$ cat config.mk
export PLATFORM = sky130hd
export DESIGN_NAME = phase_arbiter_flat
export DESIGN_NICKNAME = d
export VERILOG_FILES = /design/src/rtl/phase_arbiter_if.sv /design/src/rtl/phase_arbiter.sv /design/src/flat_wrapper.sv
export SDC_FILE = /design/constraint.sdc
export NUM_CORES = 1
export LEC_CHECK = 0
export BUFFER_PORTS_ARGS = -buffer_cell sky130_fd_sc_hd__buf_2
export CAP_MARGIN = 15
export CORE_AREA = 2 2 47 49
export CTS_BUF_LIST = sky130_fd_sc_hd__clkbuf_4
export CTS_CLUSTER_DIAMETER = 30
export CTS_CLUSTER_SIZE = 14
export DETAILED_ROUTE_END_ITERATION = 16
export DIE_AREA = 0 0 49 51
export HOLD_SLACK_MARGIN = 0.15
export PLACE_DENSITY_LB_ADDON = 0.15
export SLEW_MARGIN = 20
export SYNTH_ARGS = -nofsm -noshare
export SYNTH_HDL_FRONTEND = slang
export SYNTH_SLANG_ARGS = --single-unit
$ cat constraint.sdc
create_clock -name clk -period 1.6 [get_ports clk]
set_input_delay 0.24 -clock clk [delete_from_list [all_inputs] [get_ports clk]]
set_output_delay 0.24 -clock clk [all_outputs]
set_load 0.02 [all_outputs]
$ cat src/rtl/phase_arbiter_if.sv
// Request/grant bundle between the requesting units and the phase-slot arbiter.
// The arbiter takes the slave side; requesters take the master side.
interface phase_arbiter_if;
  logic [3:0] req;
  logic [3:0] done;
  logic [3:0] gnt;
  logic [1:0] owner;
  logic       busy;
  logic       timeout;

  modport master (
    output req,
    output done,
    input  gnt,
    input  owner,
    input  busy,
    input  timeout
  );

  modport slave (
    input  req,
    input  done,
    output gnt,
    output owner,
    output busy,
    output timeout
  );
endinterface

$ cat src/rtl/phase_arbiter.sv
// Round-robin arbiter for one shared phase slot among 4 requesters.
// One-hot registered grant, bounded hold time, one dead cycle between grants.
module phase_arbiter #(
  parameter int HOLD_MAX = 8,
  parameter int CNT_W    = 4
) (
  input  logic           clk,
  input  logic           reset,
  phase_arbiter_if.slave bus
);

  typedef enum logic [1:0] {
    IDLE,
    GRANT,
    GAP
  } state_t;

  localparam logic [CNT_W-1:0] LAST = CNT_W'(HOLD_MAX - 1);

  state_t           state_q;
  logic [3:0]       gnt_q;
  logic [1:0]       owner_q;
  logic [1:0]       ptr_q;
  logic             busy_q;
  logic             timeout_q;
  logic [CNT_W-1:0] hold_q;

  logic             found_d;
  logic [1:0]       win_d;
  logic [1:0]       cand;
  logic             own_done;
  logic             own_req;
  logic             expire;
  logic             release_d;

  // Find the first requester at or after the priority pointer.
  always_comb begin
    found_d = 1'b0;
    win_d   = ptr_q;
    cand    = ptr_q;
    for (int i = 3; i >= 0; i--) begin
      cand = ptr_q + 2'(i);
      if (bus.req[cand]) begin
        found_d = 1'b1;
        win_d   = cand;
      end
    end
  end

  assign own_done  = bus.done[owner_q];
  assign own_req   = bus.req[owner_q];
  assign expire    = (hold_q == LAST);
  assign release_d = own_done | ~own_req | expire;

  // Arbitration FSM; all outputs are registered here.
  always_ff @(posedge clk or posedge reset) begin
    if (reset) begin
      state_q   <= IDLE;
      gnt_q     <= 4'b0000;
      owner_q   <= 2'd0;
      ptr_q     <= 2'd0;
      busy_q    <= 1'b0;
      timeout_q <= 1'b0;
      hold_q    <= '0;
    end else begin
      timeout_q <= 1'b0;
      case (state_q)
        GRANT: begin
          if (release_d) begin
            gnt_q     <= 4'b0000;
            busy_q    <= 1'b0;
            ptr_q     <= owner_q + 2'd1;
            timeout_q <= own_req & ~own_done;
            state_q   <= GAP;
          end else begin
            hold_q <= hold_q + 1'b1;
          end
        end
        default: begin
          if (found_d) begin
            gnt_q   <= 4'b0001 << win_d;
            owner_q <= win_d;
            busy_q  <= 1'b1;
            hold_q  <= '0;
            state_q <= GRANT;
          end else begin
            state_q <= IDLE;
          end
        end
      endcase
    end
  end

  assign bus.gnt     = gnt_q;
  assign bus.owner   = owner_q;
  assign bus.busy    = busy_q;
  assign bus.timeout = timeout_q;

endmodule

$ cat src/flat_wrapper.sv
// flat-port wrapper written by rule: the top's interface ports become plain ports
module phase_arbiter_flat 
#(
  parameter int HOLD_MAX = 8,
  parameter int CNT_W    = 4
)
  (clk, reset, bus_req, bus_done, bus_gnt, bus_owner, bus_busy, bus_timeout);
  phase_arbiter_if bus_i ();
  input  logic clk;
  input  logic reset;
  input wire logic [$bits(bus_i.req)-1:0] bus_req;
  input wire logic [$bits(bus_i.done)-1:0] bus_done;
  output wire logic [$bits(bus_i.gnt)-1:0] bus_gnt;
  output wire logic [$bits(bus_i.owner)-1:0] bus_owner;
  output wire logic [$bits(bus_i.busy)-1:0] bus_busy;
  output wire logic [$bits(bus_i.timeout)-1:0] bus_timeout;
  assign bus_i.req = bus_req;
  assign bus_i.done = bus_done;
  assign bus_gnt = bus_i.gnt;
  assign bus_owner = bus_i.owner;
  assign bus_busy = bus_i.busy;
  assign bus_timeout = bus_i.timeout;
  phase_arbiter #(.HOLD_MAX(HOLD_MAX), .CNT_W(CNT_W)) u_core (.clk(clk), .reset(reset), .bus(bus_i));
endmodule
### Yosys cells after proc, flatten, opt, wreduce, memory -nomap -nowiden

Index checks and enable logic that the tools add are counted.

| word-level totals | value |
|---|---|
| output and inout port bits | 8 |
| bits in registers | 16 |

| operators by class | value |
|---|---|
| eq/ne operators | 4 |
| multiplexer cells | 34 |
| add/subtract/negate cells | 5 |
| shifts and indexed selects | 1 |
| bitwise logic cells | 6 |
| reduce and logical (&&, ||, !) cells | 5 |
| $lt $le $gt $ge | 5 |

Operators with widths:

| cell | count |
|---|---|
| $mux 4 | 6 |
| $mux 1 | 16 |
| $lt 2x3->1 const B | 5 |
| $bmux 1 s2 | 6 |
| $mux 2 | 6 |
| $reduce_and 2->1 | 4 |
| $add 2x1->2 const B | 2 |
| $add 2x2->2 const B | 2 |
| $add 4x1->4 const B | 1 |
| $eq 4x3->1 const B | 1 |
| $shl 1x2->4 const A | 1 |
| $not 1->1 | 3 |
| $eq 2x1->1 const B | 1 |
| $ne 2x1->1 const B | 1 |
| $ne 2x2->1 const B | 1 |
| $or 1x1->1 | 2 |
| $reduce_bool 2->1 | 1 |
| $and 1x1->1 | 1 |

### Depth between registers and ports, before layout

Gate-level depths: netlist of run 1.

| logic depth | value |
|---|---|
| depth after elaboration | 10 |
| mapped depth | 5 |
| depth with buffers taken out | 4 |

### Worst setup path after synthesis of run 1

Ideal clock, no wire load.

| path | value |
|---|---|
| path kind | reg2reg |
| from | register u_core.owner_q[1], in the netlist u_core.bus.owner[1] |
| to | register u_core.ptr_q[1] |
| required time | 1.472 ns |
| setup slack | -0.213 ns |
| data arrival time | 1.685 ns |
| cell stages (with the launch flop) | 4 |
| clock period less this slack | 1.813 ns |
| cell sequence | dfrtp_1 > mux4_2 > a21oi_4 > mux2_1 |

| on the way | value |
|---|---|
| cells in the longest elaborated chain, start to end | 6 |

Ends and longest elaborated chain:

| what | RTL line | text |
|---|---|---|
| start: declaration | phase_arbiter.sv:22 | `logic [1:0] owner_q;` |
| start signal: assignment | phase_arbiter.sv:82 | `owner_q <= win_d;` |
| $bmux 1 s2 | phase_arbiter.sv:51 | `assign own_req = bus.req[owner_q];` |
| $mux 1 (implied by the code) | phase_arbiter.sv:51 |  |
| $not 1->1 | phase_arbiter.sv:53 | `assign release_d = own_done \| ~own_req \| expire;` |
| $or 1x1->1 (2 in a row) | phase_arbiter.sv:53 |  |
| $reduce_and 2->1 (no source line) | n/a |  |
| end signal: assignment | phase_arbiter.sv:72 | `ptr_q <= owner_q + 2'd1;` |
| end: declaration | phase_arbiter.sv:23 | `logic [1:0] ptr_q;` |

Parallel ways exist; a longest one is shown, timed or not. The select of a mux whose other input is x is not followed.
A chain may end at the register's enable or synchronous reset.

### Final worst setup path of run 1

Same ends and word-level chain as after synthesis.

==> results of run 1 <==
worst min path at each step:
stage	endpoint	from	slack, ps	cells past startpoint
2_1_floorplan	u_core.bus.busy$_DFFE_PP0P_	reset	150	1
3_3_place_gp	u_core.bus.busy$_DFFE_PP0P_	reset	340	2
3_5_place_dp	u_core.bus.busy$_DFFE_PP0P_	reset	340	2
4_1_cts	u_core.state_q[0]$_DFFE_PP0P_	bus_req[1]	510	5
5_1_grt	u_core.state_q[0]$_DFFE_PP0P_	bus_req[1]	530	5
6_report	u_core.state_q[0]$_DFFE_PP0P_	bus_req[2]	520	5
layer usage:
metal	global-route usage, %	up-vias	wire length (um)
met5	0	-	0
met4	6.67	0	17
met3	2.34	2	59
met2	26.7	18	858
met1	21.9	341	958
li1	-	361	-
power groups by stage:
stage          sequential, uW  combinational [uW]  clock, uW
2_1_floorplan             730                 513          0
3_3_place_gp              646                 917          0
3_5_place_dp              656                 927          0
4_1_cts                   647                 936        218
5_1_grt                   666                1040        232
6_report                  650                 943        211
cells in the mapped netlist (all sizes together):
cell type,number,area share [%]
o32ai,4,4.1
mux2i,4,4.7
a31oi,1,0.74
a211oi,2,1.8
or2,1,0.74
nand2b,3,2.2
a211o,1,1.0
nand3,2,1.2
a21boi,1,0.89
o22ai,1,0.74
nand2,13,5.8
xor2,1,1.0
dfrtp,16,47
a21o,1,0.89
ha,1,1.5
and3,2,1.5
mux4,1,2.7
mux2,1,1.3
nor2b,8,5.9
inv,4,1.8
nor2,2,0.89
a21bo,1,1.2
a21oi,4,3.7
o21ai,4,2.4
nand3b,1,0.89
o41ai,1,1.9
buf,1,0.59
nor3,1,0.59
metrics by stage:
stage                     total power (uW)  cells
final                                 1800    142
after global placement                1560    137
after CTS                             1800    142
after detailed placement              1580    137
after global routing                  1940    142
after floorplan                       1240     83
timing repair:
action | in CTS | in global routing
hold endpoints to repair | 16 | 0
gates resized for setup | 0 | 1
setup endpoints to repair | 0 | 1
hold buffers | 1 | 0
area by class of cell:
class	count	area, um2	share of cell area [%]
timing repair buffer	28	174	16.1
clock buffer	3	22.5	2.08
inverter	4	15.0	1.39
clock inverter	1	3.75	0.347
multi-input combinational	62	429	39.7
sequential	16	402	37.2
tap	28	35.0	3.24
worst max-delay path: cells and delay by family, from the launching register on:
family,cells,cell delay (ps)
mux,2,870
compound gates,1,180
flops,1,380
flip-flops by register name, indices dropped and copies added, names as in the netlist:
signal and flops:
u_core.bus.timeout 1, u_core.hold_q 4, u_core.bus.gnt 4, u_core.state_q 2, u_core.bus.busy 1, u_core.bus.owner 2
u_core.ptr_q 2
logic make-up (layout without fill, tap and decap cells):
group	Yosys count	in the layout
AO/OA/AOI/OAI	21	21
XOR/XNOR	1	1
adder cells (fa/ha/maj)	1	1
buffers and inverters	5	36
flip-flops	16	16
multiplexers	6	6
AND/OR/NAND/NOR	33	33
==> results.cfg, run 1 <==
[power_and_ir_drop]
internal_power_of_the_cells_uw = 1060
switching_share_pct = 41.2
power.switching_uw = 743
total_leakage_power_uw = 0.000548
share_seq_of_total_power_pct = 36.0
power.combinational.fraction_pct = 52.3
max-vdd-ir-drop_uv = 831
clkPwrFrac_pct = 11.7
power_density_nw_per_um2 = 1670

[layout]
final_common_cell = buf_2
mostFrequentLayoutCells = buf_2, dfrtp_1, nand2_1, buf_4, nor2b_1
layout.filler_cells = 198
area_growth_syn_to_layout_pct = 27.8
final_core_utilization_pct = 52.4
drive_above_1_share_pct = 32.5
insertedDiodeCount = 0
final_design_area_no_fill_um2 = 1080
nets = 126

[global_routing]
track_usage_pct = 16.3
maximum_number_of_pins_on_one_net_before_global_route_repair = 19
grt_first_pass_wirelength_um = 3130
first_global_vias = 710
grt_antenna_before_repair = 0
overflow = 0

[synthesis]
yosys.area_share.adder_pct = 1.48
synthesis.area_um2 = 846
netlist-cell-type-count = 29
synthesized_flop_and_latch_total = 16
multiplexer_share_of_the_synthesized_area_pct = 8.73
synth_simple_gate_area_share_pct = 19.7
ys_seq_area_share_pct = 47.3
postSynthAreaPerCell_um2 = 10.2
synth_top_family_by_area = simple AND/OR/NAND/NOR gates
post_synth_inst_count = 83
synth_xor_xnor_area_share_pct = 1.04
synthesis.yosys.warnings = 0
compound_gate_portion_of_the_synthesized_area_pct = 19.4
synthesis.nets = 94

[sta]
fin_ws_ps = 67.7
timing.max_slew.rel_slack_pct = 59.2
peak_clock_frequency_supported_by_timing_mhz = 653
final.min_clock_period_ps = 1530
finalHoldViolations = 0
max_slew.worst_pin.slew_ps = 611
post-route-period-util_pct = 95.8
timing_max_transition_violations_final = 0
rsz0062_at_grt = yes
fin_worst_hold_slack_ps = 522
totalNegativeSetupSlack_ps = 0
final-setup-viol-count = 0
clock_skew_ps = 3.21

[outcome]
run_status = finished clean

[setup_path]
criticalPathCategory = reg2reg
worstPathRequired_ps = 1770
ff2ff_setup_slack_ps = 70
crit_slowest_cell = mux4_2
list_of_cells_traversed_by_the_critical_path = mux4_2, a21oi_4, mux2_4
regToRegStartpoint = u_core.bus.owner[1]$_DFFE_PP0P_
worst_ep_arrival_time_ps = 1700
reg2reg_depth = 3
critical_path_peak_fanout = 3
crit-reg2reg-capture = u_core.ptr_q[1]$_DFFE_PP0P_
crit_path_end_kind = flop
timing.critical_path.from = u_core.bus.owner[1]$_DFFE_PP0P_
start_kind = flop
cpPeakStageDelay_ps = 560
timing.critical_path.to = u_core.ptr_q[1]$_DFFE_PP0P_

[min_path]
hold_class = in2reg

[drt]
route.detailed.wl_per_inst_um = 13.3
finalWirelength_um = 1890
drt-vias-per-instance = 5.08
firstDrtPassIters = 4
antenna_violating_nets_post_route = 0
detailroute.via_count = 722
remaining_drc_errors = 0
first_iteration_detailed_routing_drc_count = 13

[place]
routabilityCongestion = 0.811
io_buffers = 17
place_ws_ps = -15.7
dp_hpwl_um = 1430
dpl_cell_area_um2 = 1040

[clocking]
tritoncts = built
cts_buffer_depth = 2
cts-buffers-inserted = 3
path_clk_slew_ps = 90
clock_sinks = 16
clockRootBuffer = clkbuf_4
cts_setup_buffers = 0
htreeDepth = 1
insertion_delay_ps = 280

[floorplan]
pin_count = 18
design.die.area_um2 = 2500
placeableCoreArea_um2 = 2060
num_rows = 17
die_x_um = 49
initial_core_util_pct = 41.0
die-height_um = 51

[job]
max-cap-violations = 0
No activity file was read; power rests on OpenSTA's default activity.
==> inputs of run 2 (changes only) <==
--- a/config.mk
+++ b/config.mk
@@ -14,6 +14,7 @@
 export DETAILED_ROUTE_END_ITERATION = 16
 export DIE_AREA = 0 0 49 51
 export HOLD_SLACK_MARGIN = 0.15
+export MAX_ROUTING_LAYER = met4
 export PLACE_DENSITY_LB_ADDON = 0.15
 export SLEW_MARGIN = 20
 export SYNTH_ARGS = -nofsm -noshare
==> run 2 against run 1 <==
Against the previous run:
- global-route usage increased by 0.45 points
- setup slack about the same
- maximum frequency about the same
- combinational power about the same
- sequential share of layout area unchanged
- first-iteration DRC count unchanged
- wire length unchanged
- clock power about the same
- clock-buffer cell count unchanged
- non-clock buffer count unchanged
- clock skew about the same
- register-to-register slack about the same
==> results.cfg, run 2 (synthesis gave the netlist of run 1 again) <==
[clocking]
cts-buffers-inserted = 3
cts_setup_buffers = 0
insertion_delay_ps = 280
cts_buffer_depth = 2
clockRootBuffer = clkbuf_4
tritoncts = built
path_clk_slew_ps = 90
clock_sinks = 16
htreeDepth = 1

[setup_path]
regToRegStartpoint = u_core.bus.owner[1]$_DFFE_PP0P_
worstPathRequired_ps = 1770
critical_path_peak_fanout = 3
criticalPathCategory = reg2reg
timing.critical_path.from = u_core.bus.owner[1]$_DFFE_PP0P_
start_kind = flop
worst_ep_arrival_time_ps = 1700
crit_path_end_kind = flop

[place]
dp_hpwl_um = 1430
place_ws_ps = -15.7
routabilityCongestion = 0.823
io_buffers = 17

[sta]
timing.max_slew.rel_slack_pct = 59.2
final.min_clock_period_ps = 1530
clock_skew_ps = 3.29
fin_ws_ps = 67.6
fin_worst_hold_slack_ps = 522
rsz0062_at_grt = yes
finalHoldViolations = 0
post-route-period-util_pct = 95.8
peak_clock_frequency_supported_by_timing_mhz = 653
max_slew.worst_pin.slew_ps = 611
timing_max_transition_violations_final = 0
final-setup-viol-count = 0

[power_and_ir_drop]
clkPwrFrac_pct = 11.7
internal_power_of_the_cells_uw = 1060
power.combinational.fraction_pct = 52.3
switching_share_pct = 41.2
share_seq_of_total_power_pct = 36.0
power.switching_uw = 743
max-vdd-ir-drop_uv = 831
total_leakage_power_uw = 0.000548
power_density_nw_per_um2 = 1670

[drt]
firstDrtPassIters = 4
first_iteration_detailed_routing_drc_count = 13
remaining_drc_errors = 0
detailroute.via_count = 722
antenna_violating_nets_post_route = 0
finalWirelength_um = 1890
route.detailed.wl_per_inst_um = 13.3
drt-vias-per-instance = 5.08

[global_routing]
first_global_vias = 710
track_usage_pct = 16.8
maximum_number_of_pins_on_one_net_before_global_route_repair = 19
grt_antenna_before_repair = 0
overflow = 0
grt_first_pass_wirelength_um = 3130

[outcome]
run_status = finished clean

[layout]
mostFrequentLayoutCells = buf_2, dfrtp_1, nand2_1, buf_4, nor2b_1
nets = 126
insertedDiodeCount = 0
area_growth_syn_to_layout_pct = 27.8
drive_above_1_share_pct = 32.5
final_common_cell = buf_2

[min_path]
holdCritStartpoint = bus_req[2]
hold_class = in2reg

[job]
max-cap-violations = 0

[floorplan]
initial_core_util_pct = 41.0
placeableCoreArea_um2 = 2060
die-height_um = 51
design.die.area_um2 = 2500
die_x_um = 49
num_rows = 17
pin_count = 18
==> run 2: cell counts in the layout (fill, tap and decap cells not counted) <==
Identical to the previous run, type by type.
==> run 2: path summary, 6_finish.rpt <==
path / slack [ps] / cells past startpoint / to
max reg2reg: 70 / 3 / u_core.ptr_q[1]$_DFFE_PP0P_
min: 520 / 5 / u_core.state_q[0]$_DFFE_PP0P_
min reg2reg: 530 / 1 / u_core.hold_q[0]$_DFFE_PP0P_
max in group asynchronous: 610 / 3 / u_core.bus.owner[1]$_DFFE_PP0P_
max: 70 / 3 / u_core.ptr_q[1]$_DFFE_PP0P_
min in group asynchronous: 570 / 3 / u_core.hold_q[0]$_DFFE_PP0P_
==> run 2: worst max-delay path: stages (launching register included) <==
cell,delay (ps)
dfrtp_2,380
mux4_2,560
a21oi_4,180
mux2_4,310
==> run 2: per-layer routing <==
layer | vias up | GRT usage [%] | wire, um
li1 | 361 | - | -
met1 | 341 | 22.1 | 964
met2 | 18 | 26.7 | 858
met3 | 2 | 2.05 | 52
met4 | 0 | 6.67 | 17
met5 | - | - | 0
==> run 2: final cells by class <==
class | instances | area (um2)
clock buffer | 3 | 22.5
multi-input combinational | 62 | 429
sequential | 16 | 402
clock inverter | 1 | 3.75
timing repair buffer | 28 | 174
fill | 198 | 982
tap | 28 | 35.0
inverter | 4 | 15.0
==> run 2: power groups by stage <==
stage	Clock, uW	Sequential, uW	Combinational [uW]
2_1_floorplan	0	730	513
3_3_place_gp	0	646	917
3_5_place_dp	0	656	927
4_1_cts	218	647	936
5_1_grt	232	666	1040
6_report	211	650	944
==> run 2: through the flow <==
step / area, um2 / TNS [ps] / total power (uW) / utilization, % / std cells
final: 1080 / 0 / 1800 / 52.4 / 142
after global routing: 1080 / -9.77 / 1940 / 52.4 / 142
after CTS: 1080 / 0 / 1800 / 52.2 / 142
after detailed placement: 1040 / -15.7 / 1580 / 50.5 / 137
after global placement: 1040 / 0 / 1560 / 50.5 / 137
after floorplan: 851 / -97.1 / 1240 / - / 83
==> run 2: timing repair <==
action                                 4_1_cts  5_1_grt
setup endpoints to repair                    0        1
gates resized for setup                      0        1
hold buffers                                 1        0
endpoints found under the hold margin       16        0
